### config.mk
export PLATFORM = sky130hd
export DESIGN_NAME = pdm_sampler_multi
export DESIGN_NICKNAME = d
export VERILOG_FILES = /design/src/rtl/pdm_sampler_multi.sv
export SDC_FILE = /design/constraint.sdc
export NUM_CORES = 1
export LEC_CHECK = 0
export CORE_UTILIZATION = 40
export CTS_CLUSTER_DIAMETER = 30
export CTS_CLUSTER_SIZE = 24
export DETAILED_ROUTE_END_ITERATION = 10
export GPL_ROUTABILITY_DRIVEN = 0
export PLACE_DENSITY = 0.71
export SLEW_MARGIN = 20
export SYNTH_ARGS = -nofsm -noshare
export SYNTH_HDL_FRONTEND = slang
export SYNTH_SLANG_ARGS = --single-unit
### constraint.sdc
create_clock -name clk_i -period 5.45 [get_ports clk_i]
set_input_delay 0.545 -clock clk_i [delete_from_list [all_inputs] [get_ports clk_i]]
set_output_delay 0.545 -clock clk_i [all_outputs]
set_load 0.02 [all_outputs]
### src/rtl/pdm_sampler_multi.sv
// Multi-line stereo PDM front end: internal PDM clock generator, programmable
// per-half sample point, per-channel bit packing and a valid/ready frame stream.
module pdm_sampler_multi #(
  parameter int NUM_LINES = 1,
  parameter int PACK_W    = 8,
  parameter int DIV_W     = 4
) (
  input  logic                            clk_i,
  input  logic                            rst_n_i,
  input  logic                            en_i,
  input  logic [DIV_W-1:0]                clk_div_i,
  input  logic [DIV_W-1:0]                sample_dly_i,
  input  logic [NUM_LINES-1:0]            data_i,
  output logic                            pdm_clk_o,
  output logic [2*NUM_LINES*PACK_W-1:0]   data_o,
  output logic                            valid_o,
  input  logic                            ready_i,
  output logic                            overflow_o
);

  localparam int NCH = 2 * NUM_LINES;
  localparam int FW  = NCH * PACK_W;
  localparam int PW  = (PACK_W > 1) ? $clog2(PACK_W) : 1;

  // state   | meaning
  // HALF_LO | pdm_clk_o low, captures feed right channels (2l+1)
  // HALF_HI | pdm_clk_o high, captures feed left channels (2l)
  typedef enum logic {
    HALF_LO = 1'b0,
    HALF_HI = 1'b1
  } half_t;

  half_t             half_q;
  logic [DIV_W-1:0]  cnt_q;
  logic [DIV_W-1:0]  div_q;
  logic [DIV_W-1:0]  dly_q;
  logic              primed_q;
  logic [PW-1:0]     pair_q;
  logic [FW-1:0]     sr_q;
  logic [FW-1:0]     data_q;
  logic              valid_q;
  logic              overflow_q;

  logic [DIV_W-1:0]  div_in;
  logic [DIV_W-1:0]  dly_in;
  logic [DIV_W-1:0]  div_use;
  logic [DIV_W-1:0]  dly_use;
  logic              half_end;
  logic              cap;
  logic              cap_l;
  logic              cap_r;
  logic              frame_done;
  logic [PW-1:0]     pair_d;
  logic [FW-1:0]     sr_d;

  // Half-period settings are taken live on the first cycle of a half (cnt==0)
  // and held from the latch for the rest of it, so a half is never shortened.
  always_comb begin
    div_in  = (clk_div_i < DIV_W'(2)) ? DIV_W'(2) : clk_div_i;
    dly_in  = (sample_dly_i > (div_in - DIV_W'(1))) ? (div_in - DIV_W'(1)) : sample_dly_i;
    div_use = (cnt_q == '0) ? div_in : div_q;
    dly_use = (cnt_q == '0) ? dly_in : dly_q;

    half_end   = (cnt_q == (div_use - DIV_W'(1)));
    cap        = (cnt_q == dly_use);
    cap_l      = cap && (half_q == HALF_HI);
    cap_r      = cap && (half_q == HALF_LO) && primed_q;
    frame_done = cap_r && (pair_q == PW'(PACK_W - 1));

    pair_d = pair_q;
    if (cap_r) begin
      pair_d = frame_done ? '0 : pair_q + PW'(1);
    end

    sr_d = sr_q;
    for (int l = 0; l < NUM_LINES; l++) begin
      if (cap_l) begin
        sr_d[(2*l)*PACK_W +: PACK_W] = {sr_q[(2*l)*PACK_W +: PACK_W-1], data_i[l]};
      end
      if (cap_r) begin
        sr_d[(2*l+1)*PACK_W +: PACK_W] = {sr_q[(2*l+1)*PACK_W +: PACK_W-1], data_i[l]};
      end
    end
  end

  always_ff @(posedge clk_i) begin
    if (!rst_n_i || !en_i) begin
      half_q     <= HALF_LO;
      cnt_q      <= '0;
      div_q      <= '0;
      dly_q      <= '0;
      primed_q   <= 1'b0;
      pair_q     <= '0;
      sr_q       <= '0;
      data_q     <= '0;
      valid_q    <= 1'b0;
      overflow_q <= 1'b0;
    end else begin
      if (cnt_q == '0) begin
        div_q <= div_in;
        dly_q <= dly_in;
      end
      if (half_end) begin
        cnt_q  <= '0;
        half_q <= (half_q == HALF_HI) ? HALF_LO : HALF_HI;
      end else begin
        cnt_q  <= cnt_q + DIV_W'(1);
      end

      primed_q <= primed_q | cap_l;
      pair_q   <= pair_d;
      sr_q     <= sr_d;

      // A completed frame may replace the one being accepted this cycle.
      if (frame_done) begin
        if (!valid_q || ready_i) begin
          data_q  <= sr_d;
          valid_q <= 1'b1;
        end else begin
          overflow_q <= 1'b1;
        end
      end else if (valid_q && ready_i) begin
        valid_q <= 1'b0;
      end
    end
  end

  assign pdm_clk_o  = (half_q == HALF_HI);
  assign data_o     = data_q;
  assign valid_o    = valid_q;
  assign overflow_o = overflow_q;

endmodule

==> flow_summary.html <==
<table>
<tr><th>Metric</th><th>Value</th></tr>
<tr><th colspan="2">STA</th></tr>
<tr><td>Sum of negative setup slack</td><td>0 ps</td></tr>
<tr><td>Min Clock Period, post-route</td><td>4782 ps</td></tr>
<tr><td>Final worst slack</td><td>667.8 ps</td></tr>
<tr><td>Headroom to the max-slew limit</td><td>0.5252</td></tr>
<tr><td>Count of pins over their slew limit</td><td>0</td></tr>
<tr><td>Largest clock skew in the final design</td><td>7.741 ps</td></tr>
<tr><td>Final count of hold timing violations</td><td>0</td></tr>
<tr><td>Worst Max-Slew Pin Slew</td><td>712.2 ps</td></tr>
<tr><td>Post-route clock period utilization</td><td>0.8775</td></tr>
<tr><td>RSZ-0062 raised after global routing</td><td>false</td></tr>
<tr><td>FMAX</td><td>roughly 210 MHz</td></tr>
<tr><td>Number of setup violations in the final report</td><td>0</td></tr>
<tr><th colspan="2">Detailed routing</th></tr>
<tr><td>Remaining DRCs</td><td>0</td></tr>
<tr><td>Number of iterations in the first detailed-routing pass</td><td>4</td></tr>
<tr><td>Total wirelength of the detailed-routed design</td><td>4.212 mm</td></tr>
<tr><td>Starting DRC count in detailed routing</td><td>129</td></tr>
<tr><td>Via density per instance</td><td>about 5.0</td></tr>
<tr><td>Wire per inst</td><td>between 10 and 15 um</td></tr>
<tr><td>Detailed-route via count</td><td>1771</td></tr>
<tr><td>Remaining number of nets flagged by the antenna check after routing</td><td>0</td></tr>
<tr><th colspan="2">CTS</th></tr>
<tr><td>CTS tree</td><td>built</td></tr>
<tr><td>CTS Buffer Depth</td><td>2</td></tr>
<tr><td>Inserted Clock Buffers</td><td>5</td></tr>
<tr><td>Clk_lat worst skew</td><td>300 ps</td></tr>
<tr><td>Count of instances resized after the clock tree is built</td><td>0</td></tr>
<tr><td># hold bufs at CTS</td><td>0</td></tr>
<tr><td>Number of levels in the clock H-tree</td><td>2</td></tr>
<tr><td>Clock edge transition at the registers on the reported setup and hold paths</td><td>approximately 90 ps</td></tr>
<tr><td>Cell chosen for the clock root</td><td>clkbuf_8</td></tr>
<tr><td>Sink Count</td><td>50</td></tr>
<tr><td>Number of setup buffers added after CTS</td><td>0</td></tr>
<tr><th colspan="2">Floorplanning</th></tr>
<tr><td>Die height</td><td>78.38 um</td></tr>
<tr><td>Number of standard-cell rows in the floorplan</td><td>27</td></tr>
<tr><td>Placeable core region</td><td>approximately 5600 um2</td></tr>
<tr><td>Number of placed I/O pins</td><td>32</td></tr>
<tr><td>Initial core utilization</td><td>0.4186</td></tr>
<tr><td>Die Width</td><td>78.38 um</td></tr>
<tr><td>DIE AREA</td><td>between 6000 and 7000 um2</td></tr>
<tr><th colspan="2">Critical path</th></tr>
<tr><td>Arrival time at the worst endpoint</td><td>between 4000 and 5000 ps</td></tr>
<tr><td>Worst EP required</td><td>~5600 ps</td></tr>
<tr><td>Worst path top cell family by delay</td><td>simple AND/OR/NAND/NOR gates</td></tr>
<tr><td>CP max stage cell</td><td>or3b_1</td></tr>
<tr><td>Number of buffers and inverters on the critical path</td><td>1</td></tr>
<tr><td>Series of cell instances along the critical path</td><td>clkdlybuf4s50_1 &gt; o31ai_1 &gt; ha_1 &gt; xnor2_1 &gt; ha_1 &gt; a21o_1 &gt; a211o_1 &gt; and2_1 &gt; o2111ai_1 &gt; or3b_1 &gt; or4b_1 &gt; or3b_1 &gt; mux2i_1</td></tr>
<tr><td>Slack of the worst reg-to-reg path</td><td>1830 ps</td></tr>
<tr><td>Critical R2R Launch</td><td>cnt_q[0]</td></tr>
<tr><td>Delay of the slowest cell on the worst path</td><td>680 ps</td></tr>
<tr><td>Endpoint type of the worst setup path</td><td>register</td></tr>
<tr><td>Crit path max fanout</td><td>13</td></tr>
<tr><td>Capturing point of the worst reg2reg path</td><td>data_o[13]</td></tr>
<tr><td>CP Class</td><td>in -&gt; reg</td></tr>
<tr><td>Path depth of the worst reg2reg path</td><td>10</td></tr>
<tr><td>Sort of element at the start of the critical path</td><td>primary input</td></tr>
<tr><th colspan="2">Power and ir drop</th></tr>
<tr><td>Static leakage</td><td>between 1 and 1.5 nW</td></tr>
<tr><td>Part of the power in registers</td><td>0.541</td></tr>
<tr><td>Worst IR Drop VDD</td><td>0.2168 mV</td></tr>
<tr><td>Switching share of total power</td><td>0.2635</td></tr>
<tr><td>Switching Power</td><td>0.1824 mW</td></tr>
<tr><td>Clock share of power</td><td>0.305</td></tr>
<tr><td>Share of total power in combinational logic</td><td>0.153</td></tr>
<tr><td>PwrDens</td><td>approximately 250 nW/um2</td></tr>
<tr><td>Internal Dissipation</td><td>0.5098 mW</td></tr>
<tr><th colspan="2">Status</th></tr>
<tr><td>Status</td><td>finished clean</td></tr>
<tr><th colspan="2">Synth</th></tr>
<tr><td>Post-Synthesis Mean Instance Area</td><td>9.080 um2</td></tr>
<tr><td>Synth Net Count</td><td>280</td></tr>
<tr><td>Synth Cell Area</td><td>2333 um2</td></tr>
<tr><td>Part of the Yosys area used for sequential elements</td><td>0.4290</td></tr>
<tr><td>Cell variety after synth</td><td>45</td></tr>
<tr><td>Count of mapped cells out of synthesis</td><td>about 260</td></tr>
<tr><td>Number of enable-type register cells in the synthesized netlist</td><td>0</td></tr>
<tr><td>Yosys warnings</td><td>0</td></tr>
<tr><td>Library cell with the largest summed area after synthesis</td><td>dfxtp_1</td></tr>
<tr><td>Cell types with the largest area share after synthesis</td><td>dfxtp_1 43%, mux2i_1 12%, nand2_1 6.8%</td></tr>
<tr><td>Area share of the largest cell type after synthesis</td><td>0.4290</td></tr>
<tr><td>Seq cells post-synth</td><td>50</td></tr>
<tr><td>Most used flip-flop cell after synthesis</td><td>dfxtp_1</td></tr>
<tr><td>Fraction of registers with async set/reset</td><td>0</td></tr>
<tr><th colspan="2">Global route</th></tr>
<tr><td>Residual overflow from global routing</td><td>0</td></tr>
<tr><td>First-pass GRT wire length</td><td>~7.5 mm</td></tr>
<tr><td>Number of global-route vias before repair</td><td>about 1700</td></tr>
<tr><td>GRT Total Usage</td><td>0.1522</td></tr>
<tr><td>Maximum number of pins on one net before global-route repair</td><td>49</td></tr>
<tr><td>Number of antenna violations at the first check in global routing</td><td>0</td></tr>
<tr><th colspan="2">Layout</th></tr>
<tr><td>Fraction of final layout cells sized beyond drive strength 1</td><td>0.05319</td></tr>
<tr><td>Final net count</td><td>between 300 and 400</td></tr>
<tr><td>Final design instance area without fill</td><td>approximately 2800 um2</td></tr>
<tr><td>Layout-stage area growth over the synthesis result</td><td>18.28%</td></tr>
<tr><td>Final core utilization</td><td>0.4952</td></tr>
<tr><td>Diode count</td><td>0</td></tr>
<tr><th colspan="2">Placed design</th></tr>
<tr><td>Final HPWL from detailed placement</td><td>3.040 mm</td></tr>
<tr><td>Number of buffers inserted by port buffering</td><td>31</td></tr>
<tr><td>Setup WS pre-CTS</td><td>340.6 ps</td></tr>
<tr><td>Post-placement cell area</td><td>2670 um2</td></tr>
<tr><th colspan="2">Run</th></tr>
<tr><td>Maximum Capacitance Violations</td><td>0</td></tr>
<tr><th colspan="2">Worst hold path</th></tr>
<tr><td>Worst min-delay path startpoint</td><td>overflow_o</td></tr>
<tr><td>Cells on Worst Hold Path</td><td>1</td></tr>
<tr><td>Hold path endpoint</td><td>overflow_o</td></tr>
<tr><td>Path type of the worst min-delay path</td><td>reg -&gt; reg</td></tr>
</table>
[cell usage in the layout (no fill, tap or decap), types with 3 or more instances in the layout]
cell,count
ha_1,10
buf_4,4
dfxtp_1,50
nand2_1,42
nor3_1,4
clkdlybuf4s50_1,31
nor2_1,13
mux2i_1,27
xnor2_1,7
inv_1,7
nand3_1,12
clkbuf_8,5
nand4_1,3
o21ai_0,10
xor2_1,4
or3b_1,3
a21oi_1,9
and2_1,3
[cells by family after synthesis]
group           synth area share
simple gates              0.2000
flops                     0.4290
compound gates            0.1088
mux                       0.1158
buf+inv                  0.05147
xor+xnor                 0.04129
fa+ha+maj                0.05362
[routing by layer]
metal	global-route usage	routed length (um)	vias up
met5	0	0	-
met4	0.05370	68	0
met3	0.02907	118	9
met2	0.2421	1888	20
met1	0.2054	2137	802
li1	-	-	940
[cell usage after synthesis (2+ instances only)]
cell / n
a21o_1: 2
a21oi_1: 9
a31oi_1: 2
and2_1: 3
and3_1: 2
buf_2: 3
buf_6: 3
clkbuf_1: 11
dfxtp_1: 50
ha_1: 10
inv_1: 7
mux2i_1: 27
nand2_1: 42
nand3_1: 12
nand4_1: 3
nor2_1: 13
nor3_1: 4
nor3b_1: 2
o211ai_1: 2
o21ai_0: 10
o21ai_1: 2
o22ai_1: 2
o31ai_1: 2
or3_1: 2
or3b_1: 3
xnor2_1: 7
xor2_1: 4
[through the flow]
stage / power, mW / hold WS, ps / cells
after global placement: 0.4875 / 436.0 / 346
after detailed placement: 0.4888 / 441.3 / 346
after CTS: 0.7001 / 462.0 / 354
after global routing: 0.7331 / 485.3 / 354
final: 0.6922 / 457.9 / 354
after floorplan: 0.4634 / 425.6 / 257
[layout make-up]
type | instances | area, um2
well taps | 72 | 90.09
fillers | 535 | 2814
flip-flops and latches | 50 | 1001
inverters | 7 | 26.28
multi-input cells | 182 | 1212
clock inverters | 3 | 21.27
clock buffers | 5 | 68.82
repair buffers | 35 | 340.3
[worst reg2reg max path, cell delays in order, from the launching register on]
cell	delay, ps
dfxtp_1	400
inv_1	110
ha_1	190
or3b_1	530
a2bb2oi_2	220
xor2_1	160
o21ai_1	80
nor4bb_1	400
or4b_1	500
or3b_1	680
mux2i_1	220
[power groups by stage]
stage	registers [mW]	clock network, mW	logic (mW)
after floorplan	0.382	0	0.0817
final	0.375	0.211	0.106
after CTS	0.375	0.219	0.106
after global placement	0.383	0	0.104
after global routing	0.376	0.237	0.121
after detailed placement	0.383	0	0.106
[how the worst max path moves through the flow]
stage,endpoint,start,cells past startpoint,slack [ps]
after floorplan,data_o[10],clk_div_i[1],15,1230
after global placement,data_o[10],clk_div_i[2],13,480
after detailed placement,data_o[13],clk_div_i[2],13,340
after CTS,data_o[13],clk_div_i[2],13,640
after global routing,data_o[14],clk_div_i[2],13,370
final,data_o[13],clk_div_i[2],13,670
[flip-flops by register name, indices dropped and copies added (netlist names)]
register	count
valid_o	1
pdm_clk_o	1
sr_q	15
pair_q	3
overflow_o	1
cnt_q	4
data_o	16
div_q	4
primed_q	1
dly_q	4
Note: power is estimated with default switching activity, not from simulation.
